### config.mk
export PLATFORM = sky130hd
export DESIGN_NAME = pwm_dc_sequencer
export DESIGN_NICKNAME = d
export VERILOG_FILES = /design/src/rtl/pwm_dc_sequencer.sv
export SDC_FILE = /design/constraint.sdc
export NUM_CORES = 1
export LEC_CHECK = 0
export CAP_MARGIN = 40
export CORE_MARGIN = 5
export CORE_UTILIZATION = 40
export CTS_CLUSTER_SIZE = 20
export DETAILED_ROUTE_END_ITERATION = 8
export GPL_ROUTABILITY_DRIVEN = 0
export HOLD_SLACK_MARGIN = 0.1
export MAX_ROUTING_LAYER = met4
export PLACE_DENSITY = 0.72
export SLEW_MARGIN = 20
export SYNTH_ARGS = -nofsm -noshare
export SYNTH_HDL_FRONTEND = slang
export SYNTH_SLANG_ARGS = --single-unit
### constraint.sdc
create_clock -name clk_i -period 8.2 [get_ports clk_i]
set_input_delay 1.64 -clock clk_i [delete_from_list [all_inputs] [get_ports clk_i]]
set_output_delay 1.64 -clock clk_i [all_outputs]
set_load 0.005 [all_outputs]
### src/rtl/pwm_dc_sequencer.sv
// Register-programmed duty-cycle sequencer: steps a small table of duty values into a PWM core
// at each period boundary. Define PWM_SEQ_IRQ_EN to build the sequence-done interrupt (CTRL.ie).
module pwm_dc_sequencer #(
  parameter int DEPTH = 8,
  parameter int DCW   = 16
) (
  input  logic           clk_i,
  input  logic           rst_i,
  input  logic           re_i,
  input  logic           we_i,
  input  logic [7:0]     addr_i,
  input  logic [31:0]    wdata_i,
  output logic [31:0]    rdata_o,
  input  logic           period_end_i,
  output logic [DCW-1:0] dc_o,
  output logic           dc_valid_o,
  output logic           busy_o,
  output logic           irq_o
);
  localparam int IW = $clog2(DEPTH);
  localparam int CW = IW + 1;

  typedef enum logic [1:0] {IDLE, ISSUE, RUN} state_t;

  state_t         state, state_n;
  logic [IW-1:0]  idx, idx_n;
  logic [CW-1:0]  idx_p1;
  logic [CW-1:0]  count;
  logic           loop, done, ovf, set_done;
  logic           ie;
  logic [DCW-1:0] tbl [DEPTH];

  logic wr_ctrl, wr_tbl, wr_stat, wr_clr, start_w, stop_w, full, empty, idle;
  logic unused_wdata;

  assign wr_ctrl = we_i && (addr_i == 8'h00);
  assign wr_tbl  = we_i && (addr_i == 8'h04);
  assign wr_stat = we_i && (addr_i == 8'h08);
  assign wr_clr  = we_i && (addr_i == 8'h0C);
  assign start_w = wr_ctrl && wdata_i[0];
  assign stop_w  = wr_ctrl && wdata_i[2];
  assign full    = (count == CW'(DEPTH));
  assign empty   = (count == '0);
  assign idle    = (state == IDLE);
  assign busy_o  = !idle;
  assign idx_p1  = {1'b0, idx} + CW'(1);
  assign unused_wdata = &{1'b0, wdata_i};

  always_comb begin
    state_n  = state;
    idx_n    = idx;
    set_done = 1'b0;
    case (state)
      IDLE:  if (start_w && !stop_w && !empty) state_n = ISSUE;
      ISSUE: state_n = stop_w ? IDLE : RUN;
      RUN: begin
        // stop outranks a coincident period boundary
        if (stop_w) state_n = IDLE;
        else if (period_end_i) begin
          if (idx_p1 < count) begin
            idx_n   = idx_p1[IW-1:0];
            state_n = ISSUE;
          end else if (loop) begin
            idx_n   = '0;
            state_n = ISSUE;
          end else begin
            state_n  = IDLE;
            set_done = 1'b1;
          end
        end
      end
      default: state_n = IDLE;
    endcase
    if (state_n == IDLE) idx_n = '0;
  end

  always_ff @(posedge clk_i or posedge rst_i) begin
    if (rst_i) begin
      state      <= IDLE;
      idx        <= '0;
      dc_o       <= '0;
      dc_valid_o <= 1'b0;
    end else begin
      state      <= state_n;
      idx        <= idx_n;
      dc_valid_o <= (state_n == ISSUE);
      if (state_n == ISSUE) dc_o <= tbl[idx_n];
    end
  end

  always_ff @(posedge clk_i or posedge rst_i) begin
    if (rst_i) begin
      count <= '0;
      loop  <= 1'b0;
      done  <= 1'b0;
      ovf   <= 1'b0;
    end else begin
      if (wr_ctrl) loop <= wdata_i[1];
      // table and clear writes only land while idle; busy pushes vanish silently
      if (wr_tbl && idle && !full) count <= count + CW'(1);
      else if (wr_clr && idle)     count <= '0;
      if (set_done)                    done <= 1'b1;
      else if (wr_stat && wdata_i[3])  done <= 1'b0;
      if (wr_tbl && idle && full)      ovf  <= 1'b1;
      else if (wr_stat && wdata_i[4])  ovf  <= 1'b0;
    end
  end

  always_ff @(posedge clk_i) begin
    if (wr_tbl && idle && !full) tbl[count[IW-1:0]] <= wdata_i[DCW-1:0];
  end

`ifdef PWM_SEQ_IRQ_EN
  always_ff @(posedge clk_i or posedge rst_i) begin
    if (rst_i) begin
      ie    <= 1'b0;
      irq_o <= 1'b0;
    end else begin
      if (wr_ctrl) ie <= wdata_i[3];
      irq_o <= done & ie;
    end
  end
`else
  assign ie    = 1'b0;
  assign irq_o = 1'b0;
`endif

  always_comb begin
    rdata_o = '0;
    if (re_i) begin
      case (addr_i)
        8'h00:   rdata_o = {28'd0, ie, 1'b0, loop, 1'b0};
        8'h08:   rdata_o = {16'd0, 8'(count), 3'd0, ovf, done, empty, full, busy_o};
        default: rdata_o = '0;
      endcase
    end
  end
endmodule

Word level (Yosys, flattened, before mapping)

Memories as Yosys holds them, arrays and structs flattened. A register that Yosys moved wholly into a read port is not among the register bits.
Index checks and enable logic that the tools add are counted.
Widths: inputs -> output; s select.

Flip-flop bits (word level): 13
Memory bits (writable): 128
Bits of input ports: 45
Output and inout bits: 51
Logic and storage cells: 71
Memories: 1

$add $sub $neg: 2
$lt $le $gt $ge: 1
Equal/unequal tests: 7
Multiplexer cells: 28
Reductions and logical operators: 25

Memories:

| memory | words | width | rd ports | clocked after Yosys merged registers in | wr ports | line | RTL |
|---|---|---|---|---|---|---|---|
| tbl    | 8     | 16    | 1        | 1                                       | 1        | 31   | `logic [DCW-1:0] tbl [DEPTH];` |

Operators by type and width:

| operator            | number |
|---|---|
| $pmux 12 s2         | 1 |
| $mux 3              | 6 |
| $eq 8x4->1 const B  | 2 |
| $logic_and 1x1->1   | 14 |
| $mux 1              | 13 |
| $mux 12             | 1 |
| $eq 8x3->1 const B  | 1 |
| $logic_not 8->1     | 1 |
| $mux 2              | 4 |
| $mux 4              | 2 |
| $pmux 2 s3          | 1 |
| $reduce_bool 2->1   | 3 |
| $add 3x1->4 const B | 1 |
| $add 4x1->4 const B | 1 |
| $eq 2x1->1 const B  | 2 |
| $eq 4x4->1 const B  | 1 |
| $logic_not 1->1     | 4 |
| $logic_not 2->1     | 2 |
| $logic_not 4->1     | 1 |
| $lt 4x4->1          | 1 |
| $eq 2x2->1 const B  | 1 |

Longest topological paths before layout

Word-level depth: 10
Mapped depth: 13

Worst setup path before layout

Ideal clock, no wire load.

Kind: input -> register
Start point: input port addr_i[1]
End point: memory tbl[0][0], enable pin
Arrival time: 3.868 ns
Data required time: 7.791 ns
Setup slack: 3.923 ns
Stages on the path: 5
Path buffers: 0
Cells stage by stage: nor4_2 -> nand4_1 -> or3_1 -> nand2b_1 -> nor3_1

Cells in the longest elaborated chain, start to end: 6

Ends and longest elaborated chain:

| item                           | line | RTL |
|---|---|---|
| start, declared                | 11   | `input logic [7:0] addr_i,` |
| $eq 8x3->1                     | 37   | `assign wr_tbl = we_i && (addr_i == 8'h04);` |
| $logic_and 1x1->1              | 37   |  |
| $logic_and 1x1->1 (2 in a row) | 110  | `if (wr_tbl && idle && !full) tbl[count[IW-1:0]] <= wdata_i[DCW-1:0];` |
| $mux 1                         | 110  |  |
| $mux 1 (not written as such)   | 110  |  |
| end, declared                  | 31   |  |

No other way between the ends.

Worst setup path in the final report

Start point: input port addr_i[1]
End point: output port rdata_o[10]

Cells in the longest elaborated chain, start to end: 3
Elaborated cells between the ends (all ways): 4
Classes of those cells: 1 x eq/ne; 2 x mux; 1 x reduce/logical

Ends and longest elaborated chain:

| item                                          | line | RTL |
|---|---|---|
| $eq 8x4->1 or $logic_not 8->1 (tied branches) | 131  | `case (addr_i)` |
| $pmux 12 s2 *                                 | 131  |  |
| $mux 12 *                                     | 130  | `if (re_i) begin` |
| end, declared                                 | 13   | `output logic [31:0] rdata_o,` |

Every way passes the cells marked *; elsewhere a longest branch is shown, timed or not.

==> impl_results.md <==
- Setup TNS: 0 ns
- Ports: 96
- Drt pass-1 iters: 6
- Final setup vio count: 0
- Pwr/cell area: 223.0 mW/mm2
- Drt drc: 0
- VDD IR max: 0.1293 mV
- Detailed-route wire length per cell: 19.97 um
- Yosys reg bits: 157
- Worst-Skew Late Latency: 0.42 ns
- Largest net degree at the start of global routing: 48
- Total vias in the final route: 4334
- Worst slew pin tran: 0.8388 ns
- Max Slew Vio Count: 0
- Crit-path most repeated cell: clkdlybuf4s50_1
- Synth Cell Area: 0.006819 mm2
- Top post-synthesis cells by count: edfxtp_1 (128), nor2_1 (52), nand2_1 (43), dfrtp_1 (29), buf_4 (26)
- Post-synth top area cell: edfxtp_1
- Post-CTS Hold Fix Bufs: 0
- Post-CTS setup buffer count: 0
- Outcome: finished clean
- Hpwl dp: 9.344 mm
- Ys async rst share: 18.47%
- Xor and xnor area share after synthesis: 0.2569%
- Synth Area in Compound Gates: 9.321%
- Port Buf Inserts: 55
- EDFF count, synth: 128
- CP max FO: 6
- Sequential element share of the synthesized area: 67.01%
- Setup crit end kind: primary output
- Synth Area in Simple Gates: 13.72%
- Rel. slew slack: 44.08%
- Worst hold path class: register to register
- ANT cells: 0
- Achievable Freq: 189.5 MHz
- M1 WL: 6.694 mm
- Startpoint Class: primary input
- Mux cell area share after synthesis: 3.706%
- CTS tree: built
- Pwr Total: 1818 uW
- Commonest register cell after synthesis: edfxtp_1
- MaxCap Viol Count: 0
- Unrepaired setup endpoints after global routing: false
- Row count: 47
- Post-Syn Area per Cell: 13.80 um2
- CTS clk-pin slew, worst paths: 0.06 ns
- Yosys cell types: 55
- Top sig layer: met4
- CTS H-tree lvls: 4
- CTS max path bufs: 2
- Final wirelength: 15.84 mm
- Die Height: 140.6 um
- Worst endpoint required time: 6.56 ns
- Crit-path cells: clkdlybuf4s50_1 -> nor4_2 -> and2_1 -> nand3_1 -> nor2_1 -> clkdlybuf4s50_1
- Avg Vias per Cell: 5.465
- Synthesized-area fraction occupied by adder cells: 1.101%
- DR WL met2: 7.975 mm
- GRT Overall Usage: 16.95%
- Die area: 0.01976 mm2
- Synth top area cells: edfxtp_1 (56%), dfrtp_1 (11%), buf_4 (2.9%)
- Root Buffer: clkbuf_16
- CP max stage cell: clkdlybuf4s50_1
- Initial antenna violation count: 0
- CP Data Arrival Time: 3.64 ns
- Final period util: 64.37%
- TritonCTS Buffers: 17
- First-pass GRT wire length: 24.65 mm
- Pleak: 0.002984 uW
- Top-count cell post-synth: edfxtp_1
- Drt initial violations: 292
- Synth warn: 0
- Post-synth top area share: 56.37%
- Vias in the first global route: 4495
- Crit Path Class: primary input to primary output
- Post-Syn Instances: 494
- Fin Clk Skew: 0.009889 ns
- Post-DRT Antenna Nets: 0
- Largest family of logic cells by synthesized area: simple AND/OR/NAND/NOR gates
- Largest stage delay, worst path: 0.52 ns
- Core footprint: 0.01664 mm2
- Initial Util: 40.97%
- Layout cells sized above 1: 13.26%
- Min cycle time layout: 5.278 ns
- CTS Sinks: 157
- Placement Cell Area: 0.007584 mm2
- DR WL met3: 876 um
- Nets: 612
- Post-CTS sizing: 0
- Endpoints failing hold: 0
- Die Span X: 140.6 um
- Remaining Overflow, GRT: 0
- Synth-to-Final Area Change: 19.58%
- Post-layout util: 49.00%
- Finished layout cell area: 0.008154 mm2
==> path summary, 6_finish.rpt <==
| path | start | endpoint | slack [ns] | cells after the start |
|---|---|---|---|---|
| setup / recovery | addr_i[1] | rdata_o[10] | 2.92 | 6 |
| hold reg to reg | done | done | 0.51 | 1 |
| max in group asynchronous | rst_i | dc_o[6] | 6.24 | 3 |
| hold / removal | done | done | 0.51 | 1 |
| setup reg to reg | idx[0] | dc_o[9] | 3.67 | 10 |
| min in group asynchronous | rst_i | ovf | 1.63 | 3 |
==> cell usage in the layout (no fill, tap or decap), types with 4 or more instances in the layout <==
master,instances
clkbuf_16,17
and3_1,20
and2_1,4
buf_4,13
and3b_1,15
nor3_1,6
mux2_2,15
dfrtp_1,29
o221ai_1,15
nand2_1,43
ha_1,6
a2111oi_2,10
a2111oi_0,5
clkdlybuf4s50_1,55
conb_1,24
inv_1,9
or3_1,17
mux2i_1,5
nor2_1,52
o21a_1,16
edfxtp_1,128
==> area by class of cell <==
class                   instances  area (um2)
repair buffers                 70       678.2
flip-flops and latches        157        4569
clock buffers                  20       436.7
clock inverters                11       118.9
inverters                      11       41.29
well taps                     220       275.3
fillers                      1410        8488
multi-input cells             304        2034
==> flip-flops by register name, summed over array words and instances, names as in the netlist <==
name / count
loop: 1
idx: 3
done: 1
dc_valid_o: 1
tbl: 128
dc_o: 16
ovf: 1
count: 4
state: 2
==> metrics by stage <==
stage	setup slack, ns	hold slack [ns]	std cells
6_report	2.922	0.5092	793
5_1_grt	2.698	0.5278	793
3_5_place_dp	2.642	0.4879	761
4_1_cts	2.917	0.5107	792
2_1_floorplan	3.923	0.4578	517
3_3_place_gp	2.851	0.4815	760
==> where the power goes <==
part / leakage (uW) / internal (uW) / total [uW] / switching, uW
sequential: 0.00153 / 893 / 917 / 23.6
clock: 0.000266 / 445 / 741 / 296
combinational: 0.00118 / 91.4 / 161 / 69.5
total: 0.00298 / 1430 / 1820 / 389
==> cells by family (layout without fill, tap and decap cells) <==
| family | after synthesis | in the layout |
|---|---|---|
| flip-flops | 157 | 157 |
| adder cells (fa/ha/maj) | 6 | 6 |
| XOR/XNOR | 2 | 2 |
| AND/OR/NAND/NOR | 179 | 179 |
| AO/OA/AOI/OAI | 70 | 70 |
| multiplexers | 23 | 23 |
| other | 1 | 24 |
| buffers and inverters | 56 | 112 |
==> layer usage <==
metal | track usage [%] | vias up
li1 | - | 1965
met1 | 20.78 | 2181
met2 | 28.45 | 162
met3 | 2.829 | 26
met4 | 6.017 | 0
met5 | - | -
==> worst max-delay path, delay by kind of cell <==
kind | cells | cell delay (ns)
and+or+nand+nor | 4 | 1.05
buffers and inverters | 2 | 0.94
No activity file was read; power rests on OpenSTA's default activity.
